==> src/rtl/seg_pkg.sv <==
// Shared mode codes, segment glyph constants and helpers for the 7-segment display controller.
package seg_pkg;

  // Display modes as presented on the load interface.
  typedef enum logic [1:0] {
    MODE_PLAIN = 2'd0,
    MODE_NEG   = 2'd1,
    MODE_ERR   = 2'd2,
    MODE_BLANK = 2'd3
  } mode_e;

  // Sequential double-dabble converter states.
  typedef enum logic [1:0] {
    CONV_IDLE  = 2'd0,
    CONV_SHIFT = 2'd1,
    CONV_DONE  = 2'd2
  } conv_state_e;

  localparam int unsigned BCD_DIGIT_W = 4;

  // Active-low {dp,g,f,e,d,c,b,a} patterns.
  localparam logic [7:0] SEG_BLANK = 8'hFF;
  localparam logic [7:0] SEG_MINUS = 8'hBF;
  localparam logic [7:0] SEG_E     = 8'h86;

  // Active-low {g..a} glyph for a BCD digit; non-decimal codes show nothing.
  function automatic logic [6:0] digit_to_seg(input logic [3:0] d);
    logic [6:0] s;
    case (d)
      4'd0:    s = 7'h40;
      4'd1:    s = 7'h79;
      4'd2:    s = 7'h24;
      4'd3:    s = 7'h30;
      4'd4:    s = 7'h19;
      4'd5:    s = 7'h12;
      4'd6:    s = 7'h02;
      4'd7:    s = 7'h78;
      4'd8:    s = 7'h00;
      4'd9:    s = 7'h10;
      default: s = 7'h7F;
    endcase
    return s;
  endfunction

  // 10^n, used to derive the overflow limits at elaboration time.
  function automatic logic [63:0] pow10(input int unsigned n);
    logic [63:0] r;
    r = 64'd1;
    for (int unsigned i = 0; i < n; i++) begin
      r = r * 64'd10;
    end
    return r;
  endfunction

endpackage

==> src/rtl/seg_display_ctrl_if.sv <==
// Load handshake and pin-side outputs of the 7-segment display controller.
interface seg_display_ctrl_if #(
  parameter int unsigned N_DIGITS = 4,
  parameter int unsigned DATA_W   = 14
) ();
  import seg_pkg::*;

  logic                load;
  logic [DATA_W-1:0]   value;
  mode_e               mode;
  logic [N_DIGITS-1:0] dp_mask;
  logic                lz_blank;
  logic                busy;
  logic                overflow;
  logic [N_DIGITS-1:0] anodes;
  logic [7:0]          segments;

  // Producer of display requests (ALU / switch logic side).
  modport master (
    output load, value, mode, dp_mask, lz_blank,
    input  busy, overflow, anodes, segments
  );

  // The display controller itself.
  modport slave (
    input  load, value, mode, dp_mask, lz_blank,
    output busy, overflow, anodes, segments
  );

endinterface

==> src/rtl/bin2bcd_seq.sv <==
// Sequential double-dabble: one shift/add-3 step per clock, then a one-cycle done phase.
module bin2bcd_seq
  import seg_pkg::*;
#(
  parameter int unsigned N_DIGITS = 4,
  parameter int unsigned DATA_W   = 14
) (
  input  logic                            Clk,
  input  logic                            Rst_n,
  input  logic                            start_i,
  input  logic [DATA_W-1:0]               bin_i,
  output logic                            busy_o,
  output logic                            done_o,
  output logic [BCD_DIGIT_W*N_DIGITS-1:0] bcd_o
);

  localparam int unsigned BCD_W = BCD_DIGIT_W * N_DIGITS;
  localparam int unsigned SH_W  = DATA_W + BCD_W;
  localparam int unsigned CNT_W = $clog2(DATA_W + 1);

  conv_state_e       state_q, state_d;
  logic [SH_W-1:0]   sh_q, sh_d;
  logic [CNT_W-1:0]  cnt_q, cnt_d;
  logic              busy_q, busy_d;
  logic              done_q, done_d;

  // One double-dabble iteration: correct every BCD digit >= 5, then shift left.
  function automatic logic [SH_W-1:0] dabble_step(input logic [SH_W-1:0] s);
    logic [SH_W-1:0] r;
    logic [3:0]      d;
    r = s;
    for (int unsigned i = 0; i < N_DIGITS; i++) begin
      d = r[DATA_W + BCD_DIGIT_W*i +: BCD_DIGIT_W];
      if (d >= 4'd5) begin
        r[DATA_W + BCD_DIGIT_W*i +: BCD_DIGIT_W] = d + 4'd3;
      end
    end
    return {r[SH_W-2:0], 1'b0};
  endfunction

  // State and datapath registers.
  always_ff @(posedge Clk) begin
    if (!Rst_n) begin
      state_q <= CONV_IDLE;
      sh_q    <= '0;
      cnt_q   <= '0;
      busy_q  <= 1'b0;
      done_q  <= 1'b0;
    end else begin
      state_q <= state_d;
      sh_q    <= sh_d;
      cnt_q   <= cnt_d;
      busy_q  <= busy_d;
      done_q  <= done_d;
    end
  end

  // Next-state: load on start, DATA_W shift steps, then a done cycle while busy stays high.
  always_comb begin
    state_d = state_q;
    sh_d    = sh_q;
    cnt_d   = cnt_q;
    busy_d  = busy_q;
    done_d  = 1'b0;
    case (state_q)
      CONV_IDLE: begin
        if (start_i) begin
          sh_d    = {BCD_W'(0), bin_i};
          cnt_d   = CNT_W'(DATA_W);
          busy_d  = 1'b1;
          state_d = CONV_SHIFT;
        end
      end
      CONV_SHIFT: begin
        sh_d  = dabble_step(sh_q);
        cnt_d = cnt_q - CNT_W'(1);
        if (cnt_q == CNT_W'(1)) begin
          done_d  = 1'b1;
          state_d = CONV_DONE;
        end
      end
      CONV_DONE: begin
        busy_d  = 1'b0;
        state_d = CONV_IDLE;
      end
      default: begin
        busy_d  = 1'b0;
        state_d = CONV_IDLE;
      end
    endcase
  end

  assign busy_o = busy_q;
  assign done_o = done_q;
  assign bcd_o  = sh_q[SH_W-1 -: BCD_W];

endmodule

==> src/rtl/seg_display_ctrl.sv <==
// Multiplexed common-anode 7-segment driver: load handshake, BCD conversion, overflow, image build and scan.
module seg_display_ctrl
  import seg_pkg::*;
#(
  parameter int unsigned N_DIGITS = 4,
  parameter int unsigned DATA_W   = 14,
  parameter int unsigned DIV_W    = 12
) (
  input  logic               Clk,
  input  logic               Rst_n,
  seg_display_ctrl_if.slave  bus
);

  localparam int unsigned BCD_W = BCD_DIGIT_W * N_DIGITS;
  localparam int unsigned IDX_W = $clog2(N_DIGITS);
  localparam logic [63:0] LIM_PLAIN = pow10(N_DIGITS) - 64'd1;
  localparam logic [63:0] LIM_NEG   = pow10(N_DIGITS - 1) - 64'd1;

  logic                conv_busy;
  logic                conv_done;
  logic [BCD_W-1:0]    conv_bcd;
  logic                accept_c;

  // Request captured at load, held until the converter commits.
  mode_e               pend_mode_q, pend_mode_d;
  logic [N_DIGITS-1:0] pend_dp_q, pend_dp_d;
  logic                pend_lz_q, pend_lz_d;
  logic                pend_ovf_q, pend_ovf_d;

  // Image currently on the display.
  logic [BCD_W-1:0]    disp_bcd_q, disp_bcd_d;
  mode_e               disp_mode_q, disp_mode_d;
  logic [N_DIGITS-1:0] disp_dp_q, disp_dp_d;
  logic                disp_lz_q, disp_lz_d;
  logic                ovf_q, ovf_d;

  // Scan machinery.
  logic [DIV_W-1:0]    div_q, div_d;
  logic [IDX_W-1:0]    idx_q, idx_d;
  logic [N_DIGITS-1:0] anodes_q, anodes_d;
  logic [7:0]          seg_q, seg_d;

  // Image-build intermediates.
  logic [IDX_W-1:0]    msnz;
  logic [IDX_W-1:0]    minus_pos;
  logic [3:0]          digit;
  logic                dp_bit;
  logic                blanked;
  logic [6:0]          seg7;

  assign accept_c = bus.load && !conv_busy;

  bin2bcd_seq #(
    .N_DIGITS (N_DIGITS),
    .DATA_W   (DATA_W)
  ) u_bin2bcd (
    .Clk     (Clk),
    .Rst_n   (Rst_n),
    .start_i (accept_c),
    .bin_i   (bus.value),
    .busy_o  (conv_busy),
    .done_o  (conv_done),
    .bcd_o   (conv_bcd)
  );

  // All controller state; reset blanks the display and aborts conversion.
  always_ff @(posedge Clk) begin
    if (!Rst_n) begin
      pend_mode_q <= MODE_BLANK;
      pend_dp_q   <= '0;
      pend_lz_q   <= 1'b0;
      pend_ovf_q  <= 1'b0;
      disp_bcd_q  <= '0;
      disp_mode_q <= MODE_BLANK;
      disp_dp_q   <= '0;
      disp_lz_q   <= 1'b0;
      ovf_q       <= 1'b0;
      div_q       <= '0;
      idx_q       <= '0;
      anodes_q    <= '1;
      seg_q       <= SEG_BLANK;
    end else begin
      pend_mode_q <= pend_mode_d;
      pend_dp_q   <= pend_dp_d;
      pend_lz_q   <= pend_lz_d;
      pend_ovf_q  <= pend_ovf_d;
      disp_bcd_q  <= disp_bcd_d;
      disp_mode_q <= disp_mode_d;
      disp_dp_q   <= disp_dp_d;
      disp_lz_q   <= disp_lz_d;
      ovf_q       <= ovf_d;
      div_q       <= div_d;
      idx_q       <= idx_d;
      anodes_q    <= anodes_d;
      seg_q       <= seg_d;
    end
  end

  // Capture the request and its overflow verdict, then commit everything together when conversion ends.
  always_comb begin
    pend_mode_d = pend_mode_q;
    pend_dp_d   = pend_dp_q;
    pend_lz_d   = pend_lz_q;
    pend_ovf_d  = pend_ovf_q;
    disp_bcd_d  = disp_bcd_q;
    disp_mode_d = disp_mode_q;
    disp_dp_d   = disp_dp_q;
    disp_lz_d   = disp_lz_q;
    ovf_d       = ovf_q;
    if (accept_c) begin
      pend_mode_d = bus.mode;
      pend_dp_d   = bus.dp_mask;
      pend_lz_d   = bus.lz_blank;
      pend_ovf_d  = ((bus.mode == MODE_PLAIN) && (64'(bus.value) > LIM_PLAIN)) ||
                    ((bus.mode == MODE_NEG)   && (64'(bus.value) > LIM_NEG));
    end
    if (conv_done) begin
      disp_bcd_d  = conv_bcd;
      disp_mode_d = pend_ovf_q ? MODE_ERR : pend_mode_q;
      disp_dp_d   = pend_dp_q;
      disp_lz_d   = pend_lz_q;
      ovf_d       = pend_ovf_q;
    end
  end

  // Refresh divider and scan index; index advances on divider wrap and wraps at N_DIGITS-1.
  always_comb begin
    div_d = div_q + DIV_W'(1);
    idx_d = idx_q;
    if (&div_q) begin
      idx_d = (idx_q == IDX_W'(N_DIGITS - 1)) ? '0 : idx_q + IDX_W'(1);
    end
  end

  // Segment pattern for the next index, built from the next image so anodes and segments stay aligned.
  always_comb begin
    msnz      = '0;
    digit     = 4'd0;
    dp_bit    = 1'b0;
    seg7      = SEG_BLANK[6:0];
    for (int unsigned i = 1; i < N_DIGITS; i++) begin
      if (disp_bcd_d[BCD_DIGIT_W*i +: BCD_DIGIT_W] != 4'd0) begin
        msnz = IDX_W'(i);
      end
    end
    for (int unsigned i = 0; i < N_DIGITS; i++) begin
      if (IDX_W'(i) == idx_d) begin
        digit  = disp_bcd_d[BCD_DIGIT_W*i +: BCD_DIGIT_W];
        dp_bit = disp_dp_d[i];
      end
    end
    blanked   = disp_lz_d && (idx_d > msnz);
    minus_pos = disp_lz_d ? (msnz + IDX_W'(1)) : IDX_W'(N_DIGITS - 1);
    case (disp_mode_d)
      MODE_PLAIN: seg7 = blanked ? SEG_BLANK[6:0] : digit_to_seg(digit);
      MODE_NEG: begin
        if (idx_d == minus_pos) begin
          seg7 = SEG_MINUS[6:0];
        end else begin
          seg7 = blanked ? SEG_BLANK[6:0] : digit_to_seg(digit);
        end
      end
      MODE_ERR:   seg7 = (idx_d == '0) ? SEG_E[6:0] : digit_to_seg(4'd0);
      MODE_BLANK: seg7 = SEG_BLANK[6:0];
      default:    seg7 = SEG_BLANK[6:0];
    endcase
    seg_d    = {(disp_mode_d == MODE_BLANK) ? 1'b1 : ~dp_bit, seg7};
    anodes_d = ~(N_DIGITS'(1) << idx_d);
  end

  assign bus.busy     = conv_busy;
  assign bus.overflow = ovf_q;
  assign bus.anodes   = anodes_q;
  assign bus.segments = seg_q;

endmodule

==> src/flat_wrapper.sv <==
// flat-port wrapper written by rule: the top's interface ports become plain ports
module seg_display_ctrl_flat import seg_pkg::*;
#(
  parameter int unsigned N_DIGITS = 4,
  parameter int unsigned DATA_W   = 14,
  parameter int unsigned DIV_W    = 12
)
  (Clk, Rst_n, bus_load, bus_value, bus_mode, bus_dp_mask, bus_lz_blank, bus_busy, bus_overflow, bus_anodes, bus_segments);
  seg_display_ctrl_if #(.N_DIGITS(N_DIGITS), .DATA_W(DATA_W)) bus_i ();
  input  logic Clk;
  input  logic Rst_n;
  input wire logic [$bits(bus_i.load)-1:0] bus_load;
  input wire logic [$bits(bus_i.value)-1:0] bus_value;
  input wire logic [$bits(bus_i.mode)-1:0] bus_mode;
  input wire logic [$bits(bus_i.dp_mask)-1:0] bus_dp_mask;
  input wire logic [$bits(bus_i.lz_blank)-1:0] bus_lz_blank;
  output wire logic [$bits(bus_i.busy)-1:0] bus_busy;
  output wire logic [$bits(bus_i.overflow)-1:0] bus_overflow;
  output wire logic [$bits(bus_i.anodes)-1:0] bus_anodes;
  output wire logic [$bits(bus_i.segments)-1:0] bus_segments;
  assign bus_i.load = bus_load;
  assign bus_i.value = bus_value;
  assign bus_i.mode = bus_mode;
  assign bus_i.dp_mask = bus_dp_mask;
  assign bus_i.lz_blank = bus_lz_blank;
  assign bus_busy = bus_i.busy;
  assign bus_overflow = bus_i.overflow;
  assign bus_anodes = bus_i.anodes;
  assign bus_segments = bus_i.segments;
  seg_display_ctrl #(.N_DIGITS(N_DIGITS), .DATA_W(DATA_W), .DIV_W(DIV_W)) u_core (.Clk(Clk), .Rst_n(Rst_n), .bus(bus_i));
endmodule
==> config.mk <==
export PLATFORM = sky130hd
export DESIGN_NAME = seg_display_ctrl_flat
export DESIGN_NICKNAME = d
export VERILOG_FILES = /design/src/rtl/seg_pkg.sv /design/src/rtl/seg_display_ctrl_if.sv /design/src/rtl/bin2bcd_seq.sv /design/src/rtl/seg_display_ctrl.sv /design/src/flat_wrapper.sv
export SDC_FILE = /design/constraint.sdc
export NUM_CORES = 1
export LEC_CHECK = 0
export BUFFER_PORTS_ARGS = -buffer_cell sky130_fd_sc_hd__buf_2
export CAP_MARGIN = 20
export CORE_MARGIN = 2
export CORE_UTILIZATION = 55
export CTS_CLUSTER_SIZE = 40
export DETAILED_ROUTE_END_ITERATION = 6
export PLACE_DENSITY = 0.74
export SYNTH_ARGS = -nofsm -noshare
export SYNTH_HDL_FRONTEND = slang
export SYNTH_SLANG_ARGS = --single-unit
==> constraint.sdc <==
create_clock -name Clk -period 4.2 [get_ports Clk]
set_clock_uncertainty 0.2 [all_clocks]
set_input_delay 0.42 -clock Clk [delete_from_list [all_inputs] [get_ports Clk]]
set_output_delay 0.42 -clock Clk [all_outputs]
set_load 0.03 [all_outputs]
==> report_table.html, run 1 <==
<table>
<tr><th>Metric</th><th>Value</th></tr>
<tr><th colspan="2">Synth</th></tr>
<tr><td>Top_reg_cell synth</td><td>sky130_fd_sc_hd__dfxtp_1</td></tr>
<tr><td>Post-Syn Area per Cell</td><td>8.64 um2</td></tr>
<tr><td>Post-synthesis cell type count</td><td>59</td></tr>
<tr><td>Cell area after technology mapping</td><td>0.00469 mm2</td></tr>
<tr><td>Post-synthesis sequential area ratio</td><td>0.410</td></tr>
<tr><td>Register bit total from synthesis</td><td>96</td></tr>
<tr><td>Yosys Warn Count</td><td>0</td></tr>
<tr><td>Async set-reset flop share out of synthesis</td><td>0</td></tr>
<tr><td>Post-Syn Nets</td><td>587</td></tr>
<tr><td>Cell count after synthesis</td><td>543</td></tr>
<tr><td>Cell type with the largest total area after synthesis</td><td>sky130_fd_sc_hd__dfxtp_1</td></tr>
<tr><td>Most frequently used cell type in the post-synthesis netlist</td><td>sky130_fd_sc_hd__dfxtp_1</td></tr>
<tr><td>Synth top area cells</td><td>sky130_fd_sc_hd__dfxtp_1, sky130_fd_sc_hd__nor2_1, sky130_fd_sc_hd__ha_1, sky130_fd_sc_hd__mux2i_1, sky130_fd_sc_hd__nand2_1</td></tr>
<tr><td>Number of synthesized flops with an enable pin</td><td>0</td></tr>
<tr><td>Top cell type's share of synthesized area</td><td>0.410</td></tr>
<tr><td>Commonest cells post-synth</td><td>sky130_fd_sc_hd__dfxtp_1, sky130_fd_sc_hd__nor2_1, sky130_fd_sc_hd__nand2_1</td></tr>
<tr><th colspan="2">Placed design</th></tr>
<tr><td>Final weighted congestion in routability-driven placement</td><td>between 0.8 and 0.9</td></tr>
<tr><td>Final HPWL DP</td><td>slightly above 7 mm</td></tr>
<tr><td>Placed cell area</td><td>just under 0.005 mm2</td></tr>
<tr><td>DP Cell Count</td><td>~660</td></tr>
<tr><td>Number of port buffers</td><td>37</td></tr>
<tr><td>Post-place setup slack</td><td>~0.82 ns</td></tr>
<tr><th colspan="2">CTS</th></tr>
<tr><td>Gates resized, CTS repair</td><td>0</td></tr>
<tr><td>Worst skew pair latency</td><td>0.36 ns</td></tr>
<tr><td>Setup repair bufs after CTS</td><td>0</td></tr>
<tr><td>Root cell of the clock tree</td><td>sky130_fd_sc_hd__clkbuf_8</td></tr>
<tr><td>Post-CTS clock slew at the launch and capture registers of the worst setup and hold paths</td><td>0.09 ns</td></tr>
<tr><td>Number of buffers inserted by hold repair at cts</td><td>0</td></tr>
<tr><td>Clock tree from TritonCTS</td><td>done</td></tr>
<tr><td>Clock sinks</td><td>96</td></tr>
<tr><td>Maximum level of the CTS H-tree</td><td>3</td></tr>
<tr><td>Bufs on Longest Clock Path</td><td>2</td></tr>
<tr><td>Number of buffers inserted during clock tree synthesis</td><td>9</td></tr>
<tr><th colspan="2">Global route</th></tr>
<tr><td>Overall Global Routing Usage</td><td>0.227</td></tr>
<tr><td>Gr ovfl total</td><td>0</td></tr>
<tr><td>Vias in the first global route</td><td>3647</td></tr>
<tr><td>First-pass GRT wire length</td><td>16.5 mm</td></tr>
<tr><td>Number of antenna violations at the first check in global routing</td><td>0</td></tr>
<tr><td>Maximum number of pins on one net before global-route repair</td><td>43</td></tr>
<tr><th colspan="2">Power and ir drop</th></tr>
<tr><td>Reported leakage power</td><td>1.95 nW</td></tr>
<tr><td>Power per unit of standard cell area</td><td>343 mW/mm2</td></tr>
<tr><td>Power consumption</td><td>1.77 mW</td></tr>
<tr><td>Largest vdd supply drop</td><td>222 uV</td></tr>
<tr><th colspan="2">Cells and area</th></tr>
<tr><td>Final-stage net count</td><td>612</td></tr>
<tr><td>Number of diodes added for antenna fixing</td><td>0</td></tr>
<tr><td>Proportion of layout cells with a drive suffix above 1</td><td>0.136</td></tr>
<tr><td>Post-route cell area</td><td>0.00515 mm2</td></tr>
<tr><td>Area delta synth-&gt;final</td><td>9.82%</td></tr>
<tr><td>Final standard cell count with taps included and fillers excluded</td><td>approximately 680</td></tr>
<tr><th colspan="2">STA</th></tr>
<tr><td>Period Utilization, post-route</td><td>0.822</td></tr>
<tr><td>RSZ-0062 raised after global routing</td><td>no</td></tr>
<tr><td>Final worst slack</td><td>~0.75 ns</td></tr>
<tr><td>Shortest period the worst path allows</td><td>3.45 ns</td></tr>
<tr><td>Hold violation total from the final report</td><td>0</td></tr>
<tr><td>Tightest Pin Transition</td><td>0.873 ns</td></tr>
<tr><td>Final count of pins violating max slew</td><td>0</td></tr>
<tr><td>Max_slew headroom</td><td>0.418</td></tr>
<tr><td>Setup violations, final</td><td>0</td></tr>
<tr><td>Highest achievable clock rate</td><td>slightly below 0.3 GHz</td></tr>
<tr><td>Setup TNS</td><td>0 ns</td></tr>
<tr><th colspan="2">Drt</th></tr>
<tr><td>Number of optimization iterations in the first detailed-route pass</td><td>4</td></tr>
<tr><td>Drt drc</td><td>0</td></tr>
<tr><td>Wire length per cell after detailed routing</td><td>14.5 um</td></tr>
<tr><td>DRT Wirelength</td><td>approximately 9.9 mm</td></tr>
<tr><td>Routed Antenna Nets</td><td>0</td></tr>
<tr><td>Vias/cell</td><td>approximately 5.7</td></tr>
<tr><td>Iteration-0 DRC Markers</td><td>between 150 and 200</td></tr>
<tr><td>Vias</td><td>3892</td></tr>
<tr><th colspan="2">Critical path</th></tr>
<tr><td>Maximum fanout along the worst path</td><td>8</td></tr>
<tr><td>Setup Crit Path Kind</td><td>reg2reg</td></tr>
<tr><td>Endpoint type of the worst setup path</td><td>flop</td></tr>
<tr><td>Crit path required time</td><td>roughly 4.3 ns</td></tr>
<tr><td>Data arrival time of the critical path</td><td>3.52 ns</td></tr>
<tr><td>Worst setup SP type</td><td>flop</td></tr>
<tr><th colspan="2">Die</th></tr>
<tr><td>Initial core utilization</td><td>0.568</td></tr>
<tr><td>Number of top-level design ports</td><td>38</td></tr>
<tr><td>Height of the chip</td><td>96.3 um</td></tr>
<tr><td>Die Area</td><td>0.00928 mm2</td></tr>
<tr><td>Floorplan Core Area</td><td>0.00826 mm2</td></tr>
<tr><td>Die X</td><td>96.3 um</td></tr>
<tr><td>Number of core rows</td><td>33</td></tr>
<tr><th colspan="2">Status</th></tr>
<tr><td>Status</td><td>complete, no violations</td></tr>
<tr><th colspan="2">Run</th></tr>
<tr><td>Max_cap viols</td><td>0</td></tr>
<tr><th colspan="2">Worst hold path</th></tr>
<tr><td>Worst Hold Class</td><td>in2reg</td></tr>
</table>
[stage by stage]
step,hold WS [ns],util
global route,0.0773,0.624
CTS,0.0788,0.624
floorplan,0.226,-
detailed placement,0.257,0.597
finish,0.0994,0.624
global placement,0.240,0.595
[layout make-up]
type / instances / area [um2]
clock buffer: 11 / 141
clock inverter: 5 / 80.1
fill: 737 / 3110
inverter: 18 / 67.6
multi-input combinational: 400 / 2570
sequential: 96 / 1920
tap: 105 / 131
timing repair buffer: 43 / 234
[registers in the layout, summed over array words and instances (netlist names), 2 cells and up]
register and flops:
u_core.bus.anodes 4, u_core.bus.segments 8, u_core.disp_bcd_q 16, u_core.disp_dp_q 4, u_core.disp_mode_q 2, u_core.div_q 12, u_core.idx_q 2, u_core.pend_dp_q 4
u_core.pend_mode_q 2, u_core.u_bin2bcd.cnt_q 4, u_core.u_bin2bcd.sh_q 30, u_core.u_bin2bcd.state_q 2
[layout by cell type (no fill, tap or decap), types with 4 or more instances in the layout]
master                     instances
sky130_fd_sc_hd__a22oi_1          11
sky130_fd_sc_hd__nand4_1           6
sky130_fd_sc_hd__xnor2_1           8
sky130_fd_sc_hd__and4_1            4
sky130_fd_sc_hd__and3_1            4
sky130_fd_sc_hd__mux2i_1          25
sky130_fd_sc_hd__nor4_1            4
sky130_fd_sc_hd__inv_1            17
sky130_fd_sc_hd__nor3_1           12
sky130_fd_sc_hd__xor2_1            7
sky130_fd_sc_hd__nand2b_1         10
sky130_fd_sc_hd__dfxtp_1          96
sky130_fd_sc_hd__a311oi_1         13
sky130_fd_sc_hd__ha_1             20
sky130_fd_sc_hd__o21ai_0          36
sky130_fd_sc_hd__nor2_1           73
sky130_fd_sc_hd__a21oi_1          32
sky130_fd_sc_hd__buf_2            37
sky130_fd_sc_hd__nand2_1          59
sky130_fd_sc_hd__a32oi_1           5
sky130_fd_sc_hd__nor3b_1           5
sky130_fd_sc_hd__nand3_1          18
sky130_fd_sc_hd__buf_4             5
sky130_fd_sc_hd__clkbuf_8         10
[cell families (layout without fill, tap and decap cells)]
kind of cell	count (synthesis)	count (layout)	synth area share
simple gates	216	216	0.222
xor+xnor	15	15	0.0280
compound gates	119	119	0.175
mux	30	30	0.0702
fa+ha+maj	20	20	0.0534
flops	96	96	0.410
buf+inv	47	77	0.0414
[worst paths after layout]
kind,from,endpoint,slack (ns),cells after the start
min,bus_dp_mask[2],u_core.pend_dp_q[2],0.1,3
max reg2reg,u_core.div_q[0],u_core.bus.segments[6],0.75,12
max,u_core.div_q[0],u_core.bus.segments[6],0.75,12
min reg2reg,u_core.div_q[0],u_core.div_q[0],0.27,1
[critical path, cell delays in order (launching register included)]
cell and delay (ns):
sky130_fd_sc_hd__dfxtp_1 0.38, sky130_fd_sc_hd__ha_1 0.23, sky130_fd_sc_hd__nand3_2 0.15, sky130_fd_sc_hd__o41ai_2 0.56, sky130_fd_sc_hd__and2_4 0.31, sky130_fd_sc_hd__inv_1 0.09, sky130_fd_sc_hd__ha_1 0.29, sky130_fd_sc_hd__nor2b_1 0.14
sky130_fd_sc_hd__o21ai_0 0.09, sky130_fd_sc_hd__a21oi_1 0.42, sky130_fd_sc_hd__nand2b_1 0.21, sky130_fd_sc_hd__nor3_1 0.05, sky130_fd_sc_hd__nor4_1 0.25
[metal layers]
metal	vias up	share of wire	GRT usage
li1	1974	-	-
met1	1843	0.46	0.288
met2	65	0.48	0.379
met3	10	0.043	0.0548
met4	0	0.014	0.0751
met5	-	0	0
[report_power, final]
group	total [mW]	internal (mW)	leakage [nW]	switching [mW]
clock	0.660	0.351	0.106	0.309
sequential	0.963	0.941	0.781	0.0215
combinational	0.143	0.0505	1.07	0.0923
(Power assumes the default switching activity.)
==> run 2: changes to the inputs <==
Settings changed: CORE_UTILIZATION 55 to 54, PLACE_DENSITY 0.74 to 0.76.
Clock period 4.2 ns to 2.95 ns, I/O delays scaled along.
==> report_table.html, run 2 (synthesis results as in run 1) <==
<table>
<tr><th>Metric</th><th>Value</th></tr>
<tr><th colspan="2">Status</th></tr>
<tr><td>Status</td><td>complete, no violations</td></tr>
<tr><th colspan="2">Power and ir drop</th></tr>
<tr><td>Relative contribution of combinational cells to total power</td><td>0.094 (+0.013)</td></tr>
<tr><td>Switching share of total power</td><td>0.274 (+0.0343)</td></tr>
<tr><td>Power per unit of standard cell area</td><td>427 mW/mm2 (+25%)</td></tr>
<tr><td>Largest vdd supply drop</td><td>247 uV (+12%)</td></tr>
<tr><td>Reported leakage power</td><td>2.16 nW (+11%)</td></tr>
<tr><td>Power consumption</td><td>2.41 mW (+36%)</td></tr>
<tr><td>Internal cell power</td><td>1.75 mW (+30%)</td></tr>
<tr><td>Clock network fraction of design power</td><td>0.336 (-0.038)</td></tr>
<tr><td>Share of power burned in registers</td><td>0.570 (+0.025)</td></tr>
<tr><td>Net Sw Power</td><td>660 uW (+56%)</td></tr>
<tr><th colspan="2">CTS</th></tr>
<tr><td>Post-CTS clock slew at the launch and capture registers of the worst setup and hold paths</td><td>0.10 ns (about the same)</td></tr>
<tr><td>Clock tree from TritonCTS</td><td>done</td></tr>
<tr><td>Bufs on Longest Clock Path</td><td>2 (unchanged)</td></tr>
<tr><td>Maximum level of the CTS H-tree</td><td>3 (unchanged)</td></tr>
<tr><td>Root cell of the clock tree</td><td>sky130_fd_sc_hd__clkbuf_8</td></tr>
<tr><td>Clock sinks</td><td>96 (unchanged)</td></tr>
<tr><td>Worst skew pair latency</td><td>0.36 ns (about the same)</td></tr>
<tr><td>Number of buffers inserted during clock tree synthesis</td><td>9 (unchanged)</td></tr>
<tr><th colspan="2">Run</th></tr>
<tr><td>Max_cap viols</td><td>0 (unchanged)</td></tr>
<tr><th colspan="2">Cells and area</th></tr>
<tr><td>Max FFs per register</td><td>30 (unchanged)</td></tr>
<tr><td>Most used cells in the layout excluding fill and tap cells</td><td>sky130_fd_sc_hd__dfxtp_1, sky130_fd_sc_hd__nor2_1, sky130_fd_sc_hd__nand2_1, sky130_fd_sc_hd__buf_4, sky130_fd_sc_hd__buf_2</td></tr>
<tr><td>Number of diodes added for antenna fixing</td><td>0 (unchanged)</td></tr>
<tr><td>Area delta synth-&gt;final</td><td>20.2%</td></tr>
<tr><td>Proportion of layout cells with a drive suffix above 1</td><td>0.213 (+0.0770)</td></tr>
<tr><td>Final-stage net count</td><td>663 (+8.3%)</td></tr>
<tr><td>Largest register by flop count</td><td>u_core.u_bin2bcd.sh_q</td></tr>
<tr><td>Commonest non-fill, non-tap cell in the layout</td><td>sky130_fd_sc_hd__dfxtp_1</td></tr>
<tr><td>Number of fill cells</td><td>662 (-10%)</td></tr>
<tr><td>Largest registers</td><td>u_core.u_bin2bcd.sh_q x30, u_core.disp_bcd_q x16, u_core.div_q x12</td></tr>
<tr><th colspan="2">Die</th></tr>
<tr><td>Height of the chip</td><td>97.2 um (+0.88%)</td></tr>
<tr><td>Initial core utilization</td><td>0.565 (-0.00283)</td></tr>
<tr><td>Die X</td><td>97.2 um (+0.88%)</td></tr>
<tr><td>Number of top-level design ports</td><td>38 (unchanged)</td></tr>
<tr><td>Number of core rows</td><td>33 (unchanged)</td></tr>
<tr><td>Floorplan Core Area</td><td>0.00830 mm2 (+0.50%)</td></tr>
<tr><td>Die Area</td><td>0.00945 mm2 (+1.8%)</td></tr>
<tr><th colspan="2">Global route</th></tr>
<tr><td>Gr ovfl total</td><td>0 (unchanged)</td></tr>
<tr><td>Vias in the first global route</td><td>3927 (+7.7%)</td></tr>
<tr><td>First-pass GRT wire length</td><td>18.0 mm (+9.4%)</td></tr>
<tr><td>Maximum number of pins on one net before global-route repair</td><td>50 (+16%)</td></tr>
<tr><td>Number of antenna violations at the first check in global routing</td><td>0 (unchanged)</td></tr>
<tr><td>Overall Global Routing Usage</td><td>0.230 (+0.00273)</td></tr>
<tr><th colspan="2">Placed design</th></tr>
<tr><td>Post-place setup slack</td><td>-0.0783 ns (-0.900 ns)</td></tr>
<tr><td>Number of port buffers</td><td>37 (unchanged)</td></tr>
<tr><td>Final weighted congestion in routability-driven placement</td><td>0.957 (+11%)</td></tr>
<tr><td>Final HPWL DP</td><td>7.60 mm (+7.9%)</td></tr>
<tr><th colspan="2">Drt</th></tr>
<tr><td>DRT Wirelength</td><td>11.3 mm (+15%)</td></tr>
<tr><td>Routed Antenna Nets</td><td>0 (unchanged)</td></tr>
<tr><td>Vias</td><td>4140 (+6.4%)</td></tr>
<tr><td>Iteration-0 DRC Markers</td><td>172 (-5.5%)</td></tr>
<tr><td>Vias/cell</td><td>5.68 (-1.1%)</td></tr>
<tr><td>Wire length per cell after detailed routing</td><td>15.5 um (+6.6%)</td></tr>
<tr><td>Number of optimization iterations in the first detailed-route pass</td><td>5 (+1)</td></tr>
<tr><td>Drt drc</td><td>0 (unchanged)</td></tr>
<tr><th colspan="2">STA</th></tr>
<tr><td>Hold violation total from the final report</td><td>0 (unchanged)</td></tr>
<tr><td>Worst hold margin</td><td>0.0114 ns (-0.0880 ns)</td></tr>
<tr><td>Max_slew headroom</td><td>0.397 (-0.0210)</td></tr>
<tr><td>Final worst slack</td><td>0.0315 ns (-0.717 ns)</td></tr>
<tr><td>Shortest period the worst path allows</td><td>2.92 ns (-0.533 ns)</td></tr>
<tr><td>Setup violations, final</td><td>0 (unchanged)</td></tr>
<tr><td>Tightest Pin Transition</td><td>0.903 ns (+0.0302 ns)</td></tr>
<tr><td>Final count of pins violating max slew</td><td>0 (unchanged)</td></tr>
<tr><td>Highest achievable clock rate</td><td>0.343 GHz (+18%)</td></tr>
<tr><td>Period Utilization, post-route</td><td>0.989 (+0.168)</td></tr>
<tr><th colspan="2">Critical path</th></tr>
<tr><td>Maximum fanout along the worst path</td><td>6 (-2)</td></tr>
<tr><td>Endpoint type of the worst setup path</td><td>flop</td></tr>
<tr><td>Crit path required time</td><td>3.02 ns (-1.25 ns)</td></tr>
<tr><td>Setup Crit Path Kind</td><td>reg2reg</td></tr>
<tr><td>Cell Chain, Critical Path</td><td>nand4_4 -&gt; o41ai_4 -&gt; and2_4 -&gt; inv_4 -&gt; ha_4 -&gt; nor2b_1 -&gt; o21ai_1 -&gt; a21oi_2 -&gt; nand2b_4 -&gt; nor3b_2 -&gt; nor4_1</td></tr>
<tr><td>Worst setup SP type</td><td>flop</td></tr>
<tr><td>Data arrival time of the critical path</td><td>2.99 ns (-0.53 ns)</td></tr>
<tr><td>Largest stage delay, worst path</td><td>0.45 ns (-0.11 ns)</td></tr>
<tr><td>Cell type of the slowest stage on the worst timing path</td><td>sky130_fd_sc_hd__dfxtp_1</td></tr>
<tr><th colspan="2">Worst hold path</th></tr>
<tr><td>Worst Hold Class</td><td>in2reg</td></tr>
</table>
==> run 2: cell types whose count changed in the layout (fill, tap and decap cells not counted), moves of 3 or more <==
cell,before,now
sky130_fd_sc_hd__buf_4,5,44
sky130_fd_sc_hd__ha_1,20,17
sky130_fd_sc_hd__o21ai_1,3,6
sky130_fd_sc_hd__o21ai_0,36,33
sky130_fd_sc_hd__ha_4,0,3
sky130_fd_sc_hd__dfxtp_1,96,93
sky130_fd_sc_hd__dfxtp_2,0,3
sky130_fd_sc_hd__dlygate4sd3_1,0,12
==> run 2: what timing repair did <==
| action | CTS | global route |
|---|---|---|
| hold buffers | 12 | 0 |
| endpoints found under the setup margin | 2 | 6 |
| endpoints found under the hold margin | 12 | 0 |
| cloned | 0 | 1 |
| resized for setup | 5 | 18 |
| pin swaps | 0 | 6 |
| buffers inserted | 1 | 7 |
==> run 2: cell type report <==
| cell class | count | area [um2] | area share |
|---|---|---|---|
| clock buffer | 10 | 128 | 0.0226 |
| clock inverter | 6 | 51.3 | 0.00910 |
| inverter | 18 | 70.1 | 0.0124 |
| multi-input combinational | 400 | 2680 | 0.476 |
| sequential | 96 | 1930 | 0.342 |
| tap | 105 | 131 | 0.0233 |
| timing repair buffer | 94 | 647 | 0.115 |
==> run 2: through the flow <==
stage                     TNS (ns)   util  std cells  cell area [um2]
after floorplan                  0      -        543             4710
after global placement           0  0.623        692             5170
after detailed placement   -0.0995  0.623        692             5170
after CTS                        0  0.662        721             5500
after global routing        -0.190  0.679        729             5640
final                            0  0.679        729             5640
==> run 2: power groups by stage <==
stage / Sequential (mW) / Combinational (mW) / Clock, mW
3_5_place_dp: 1.40 / 0.207 / 0
4_1_cts: 1.37 / 0.220 / 0.823
5_1_grt: 1.38 / 0.252 / 0.878
6_report: 1.37 / 0.226 / 0.809
2_1_floorplan: 1.40 / 0.137 / 0
3_3_place_gp: 1.40 / 0.200 / 0
==> run 2: layer usage <==
layer	vias up	GRT usage	part of all wire
li1	2078	-	-
met1	1946	0.292	0.45
met2	90	0.385	0.49
met3	26	0.0331	0.037
met4	0	0.107	0.028
met5	-	0	0
==> run 2: worst paths after layout <==
path	start	endpoint	slack [ns]	cells past startpoint
setup / recovery	u_core.div_q[9]	u_core.bus.segments[6]	0.03	11
hold / removal	bus_value[3]	u_core.u_bin2bcd.sh_q[3]	0.01	3
setup reg to reg	u_core.div_q[9]	u_core.bus.segments[6]	0.03	11
hold reg to reg	u_core.pend_lz_q	u_core.pend_lz_q	0.26	2
==> run 2: worst max-delay path, delay by kind of cell, from the launching register on <==
kind,cells,cell delay [ns]
AO/OA/AOI/OAI,3,0.72
adder cells (fa/ha/maj),1,0.26
buffers and inverters,1,0.05
flip-flops,1,0.45
AND/OR/NAND/NOR,6,1.14
